===== src/rtl/wb_regfile_pkg.sv =====
// Shared constants for the writeback register file: bus widths, enable levels
// and the reset level for this clock domain.
package wb_regfile_pkg;
  localparam int RegNum      = 32;
  localparam int RegAddrBusW = 5;
  localparam int RegBusW     = 32;

  localparam logic [RegBusW-1:0]     ZeroWord     = '0;
  localparam logic [RegAddrBusW-1:0] NOPRegAddr   = 5'b0;
  localparam logic                   WriteEnable  = 1'b1;
  localparam logic                   WriteDisable = 1'b0;
  localparam logic                   ReadEnable   = 1'b1;
  localparam logic                   ReadDisable  = 1'b0;
  localparam logic                   RstEnable    = 1'b0;
endpackage


===== src/rtl/wb_regfile_hilo_reg.sv =====
// HI/LO special registers: combined write from writeback plus same-cycle bypass.
module hilo_reg
  import wb_regfile_pkg::*;
#(
  parameter int DATA_W = RegBusW
) (
  input  logic              clk,
  input  logic              rst,
  input  logic              whilo,
  input  logic [DATA_W-1:0] wb_hi,
  input  logic [DATA_W-1:0] wb_lo,
  output logic [DATA_W-1:0] hi,
  output logic [DATA_W-1:0] lo
);
  logic [DATA_W-1:0] hi_q, lo_q;

  always_ff @(posedge clk) begin
    if (rst == RstEnable) begin
      hi_q <= DATA_W'(ZeroWord);
      lo_q <= DATA_W'(ZeroWord);
    end else if (whilo == WriteEnable) begin
      hi_q <= wb_hi;
      lo_q <= wb_lo;
    end
  end

  always_comb begin
    hi = hi_q;
    lo = lo_q;
    if (rst == RstEnable) begin
      hi = DATA_W'(ZeroWord);
      lo = DATA_W'(ZeroWord);
    end else if (whilo == WriteEnable) begin
      hi = wb_hi;
      lo = wb_lo;
    end
  end
endmodule


===== src/rtl/wb_regfile.sv =====
// Architectural GPR file and HI/LO for the MIPS core, with writeback-to-read
// bypass on both decode read ports and on the HI/LO read.
module wb_regfile
  import wb_regfile_pkg::*;
#(
  parameter int REG_NUM = RegNum,
  parameter int DATA_W  = RegBusW,
  localparam int AW     = $clog2(REG_NUM)
) (
  input  logic              clk,
  input  logic              rst,
  input  logic [AW-1:0]     wb_wd,
  input  logic              wb_wreg,
  input  logic [DATA_W-1:0] wb_wdata,
  input  logic              wb_whilo,
  input  logic [DATA_W-1:0] wb_hi,
  input  logic [DATA_W-1:0] wb_lo,
  input  logic              re1,
  input  logic [AW-1:0]     raddr1,
  output logic [DATA_W-1:0] rdata1,
  input  logic              re2,
  input  logic [AW-1:0]     raddr2,
  output logic [DATA_W-1:0] rdata2,
  output logic [DATA_W-1:0] hi_o,
  output logic [DATA_W-1:0] lo_o
);
  localparam int PORTS = 2;

  logic [DATA_W-1:0] regs [REG_NUM];
  logic                         gpr_we;
  logic [PORTS-1:0]             re;
  logic [PORTS-1:0][AW-1:0]     raddr;
  logic [PORTS-1:0][DATA_W-1:0] rdata;

  // $0 is never written, so it stays at its reset value of zero.
  assign gpr_we = (wb_wreg == WriteEnable) && (wb_wd != AW'(NOPRegAddr));

  always_ff @(posedge clk) begin
    if (rst == RstEnable) regs <= '{default: '0};
    else if (gpr_we)      regs[wb_wd] <= wb_wdata;
  end

  assign re    = {re2, re1};
  assign raddr = {raddr2, raddr1};

  for (genvar p = 0; p < PORTS; p++) begin : g_rd
    always_comb begin
      rdata[p] = DATA_W'(ZeroWord);
      if (rst == RstEnable || raddr[p] == AW'(NOPRegAddr))
        rdata[p] = DATA_W'(ZeroWord);
      else if (re[p] == ReadEnable && wb_wreg == WriteEnable && wb_wd == raddr[p])
        rdata[p] = wb_wdata;
      else if (re[p] == ReadEnable)
        rdata[p] = regs[raddr[p]];
    end
  end

  assign rdata1 = rdata[0];
  assign rdata2 = rdata[1];

  hilo_reg #(.DATA_W(DATA_W)) u_hilo (
    .clk   (clk),
    .rst   (rst),
    .whilo (wb_whilo),
    .wb_hi (wb_hi),
    .wb_lo (wb_lo),
    .hi    (hi_o),
    .lo    (lo_o)
  );
endmodule


===== config.mk =====
export PLATFORM = sky130hd
export DESIGN_NAME = wb_regfile
export DESIGN_NICKNAME = d
export VERILOG_FILES = /design/src/rtl/wb_regfile_pkg.sv /design/src/rtl/wb_regfile_hilo_reg.sv /design/src/rtl/wb_regfile.sv
export SDC_FILE = /design/constraint.sdc
export NUM_CORES = 2
export LEC_CHECK = 0
export BUFFER_PORTS_ARGS = -buffer_cell sky130_fd_sc_hd__buf_2
export CAP_MARGIN = 20
export CORE_ASPECT_RATIO = 0.5
export CORE_MARGIN = 2
export CORE_UTILIZATION = 48
export DETAILED_ROUTE_END_ITERATION = 16
export PLACE_DENSITY = 0.72
export REMOVE_ABC_BUFFERS = 1
export SLEW_MARGIN = 15
export SYNTH_ARGS = -nofsm -noshare
export SYNTH_HDL_FRONTEND = slang
export SYNTH_HIERARCHICAL = 1
export SYNTH_SLANG_ARGS = --single-unit

===== constraint.sdc =====
create_clock -name clk -period 9.59 [get_ports clk]
set_input_delay 2.877 -clock clk [delete_from_list [all_inputs] [get_ports clk]]
set_output_delay 2.877 -clock clk [all_outputs]
set_load 0.05 [all_outputs]

==> qor.yml <==
run_status:
  status: "finished, final reports clean"
drt:
  ant_nets: 0
  drc: 0
  wirelength_um: 215200
  drt_iter0_markers: 8025
  via_per_inst: 6.588
  dr_total_vias: 50440
  first_pass_iters: 6
  wire_per_inst_um: 28.11
sta:
  rsz0062_at_grt: "no"
  fin_tns_setup_ns: 0
  hold_slack_ns: 0.4704
  period_share_pct: 94.65
  min_period_ns: 9.077
  fmax_mhz: 110.2
  slew_viol_final: 0
  finalHoldViolations: 0
  slew_headroom_pct: 16.09
  fin_skew_ns: 0
  worst_pin_slew_ns: 1.254
  setup_violations: 0
worst_setup_path:
  endpoint_kind: "output pin"
  start_kind: "input pin"
  worstPathArrival_ns: 6.20
  critical_path_class: "in2out"
  r2r_start: "regs[965]"
  path_max_fanout: 38
  critPathRequiredTime_ns: 6.71
  cp-startpoint: "raddr2[0]"
global_route:
  grt_start_max_net_pins: 222
  grt_antenna_before_repair: 13
  grt_pass1_vias: 47990
  grt_usage_pct: 34.01
  grt_overflow: 0
  grt_pass1_wl_um: 310400
synth:
  yosysWarnings: 6
  syn_area_um2: 57040
  synth_edf_count: 0
  ys_seq_elements: 1088
  yosysSeqAreaShare_pct: 38.18
  synth_top_area_share_pct: 38.18
  async_flop_share_pct: 0
  synth_cell_type_count: 57
  syn_inst: 6140
  syn_avg_cell_area_um2: 9.290
  synth_area_leader_cell: "dfxtp_1"
  yosys-top-cells-area: "dfxtp_1, mux4_2, nand2_1"
  synth_flop_cell: "dfxtp_1"
placed_design:
  hpwl_um: 124300
  dpl.cell_count: 7452
  port_buffers: 244
  place.gp.congestion: 0.9778
final_layout:
  drive_gt1_share_pct: 18.97
  multi_input_area_um2: 32650
  nNetsFinal: 6086
  final.fill_count: 10250
  syn2layout_area_growth_pct: 9.559
  layout_common_cells: "nand2_1, dfxtp_1, a21boi_0"
  seqCellArea_um2: 21780
  final_common_cell: "nand2_1"
  stdcell_count: 7656
clocking:
  cts_hold_buf: 0
  clk_pin_slew_worst_paths_ns: 0.06
  cts_root_buf: "clkbuf_16"
  cts.sinks: 1088
  htree_levels: 3
  insertion_delay_ns: 0.73
  numCtsBuffers: 101
  post_cts_buffers: 0
  postCtsResizedCells: 0
  cts_tree: "built"
  clk_path_buf_depth: 3
die:
  start_util_pct: 48.37
  die_w_um: 491.5
  rows: 89
  ios: 245
  die_h_um: 247.8
  die_area_um2: 121800
  core-area_um2: 117900
pwr:
  power_density_nw_per_um2: 155.8
  vdd_drop_max_mv: 0.1293
  p_leak_nw: 20.92
hold_path:
  worstHoldStart: "regs[105]"
  hold_class: "reg2reg"
flow_run:
  cap_violations: 0
path summary, 6_finish.rpt:
path	to	cells after the start	slack, ns
setup / recovery	rdata2[29]	8	0.51
hold / removal	regs[105]	2	0.47
setup reg to reg	regs[965]	2	8.77
hold reg to reg	regs[105]	2	0.47
cell usage after synthesis (3+ instances only):
cell type / instances
dfxtp_1: 1088
clkbuf_2: 24
nor3b_1: 3
mux4_2: 453
o22ai_1: 32
a211oi_1: 90
nand3_1: 5
a211o_1: 30
nor2_1: 37
clkbuf_1: 429
buf_4: 25
xor2_1: 6
o21ai_0: 59
mux2i_1: 163
and3_1: 3
nand3b_1: 3
a21oi_1: 30
or2_2: 7
nand2b_1: 3
xnor2_1: 4
a21boi_0: 904
nand2_1: 2060
buf_6: 14
buf_1: 10
o221ai_1: 30
nor2b_1: 100
a21boi_1: 88
a22oi_1: 120
a221o_1: 30
buf_2: 152
buf_8: 6
mux2_2: 62
and2_1: 36
state kept, by name (all words and copies together) (netlist names):
register and flops:
regs 1024, u_hilo/hi_q 32, u_hilo/lo_q 32
cells by family after synthesis:
group                     Yosys count  synth area share (%)
buffers and inverters             661                 5.203
xor gates and xnor gates           10                0.1535
DFF                              1088                 38.18
and+or+nand+nor                  2274                 15.82
AOI/OAI and AO/OA                1429                 18.67
muxes                             678                 21.97
per-layer routing:
layer  share of wire [%]  track usage [%]  vias to the layer above
met1                  36            43.52                    24570
met4                 6.2            19.42                       10
met5               0.028                0                        -
met3                  15            11.44                      909
li1                    -                -                    21110
met2                  43            50.47                     3848
critical path: stages:
cell and delay, ns:
buf_8 0.40, buf_4 0.46, mux4_2 0.56, a211oi_1 0.91
a211oi_1 0.24, buf_4 0.22, a211o_1 0.27, buf_2 0.22
report_power, final:
part | internal (W) | leakage (nW) | switching (W) | total [W]
combinational | 0.000297 | 10.5 | 0.000641 | 0.000938
sequential | 0.00456 | 8.78 | 0.0000274 | 0.00459
clock | 0.00227 | 1.67 | 0.00194 | 0.00421
final cells by class:
cell class              count  area share (%)
diodes                      8         0.03203
clock buffers             144           4.591
repair buffers            386           4.266
well taps                1592           3.187
multi-input cells        4391           52.24
clock inverters            46          0.8288
inverters                   1        0.006006
flip-flops and latches   1088           34.85
through the flow:
step	util [%]	power, W	setup slack (ns)	instance area (um^2)
global placement	49.92	0.005576	0.7085	58870
CTS	52.86	0.009712	0.6744	62340
detailed placement	49.99	0.005593	0.7106	58950
global route	52.99	0.009945	0.4479	62490
finish	53.00	0.009738	0.5129	62500
floorplan	-	0.005077	1.513	54080
No activity file was read; power rests on OpenSTA's default activity.
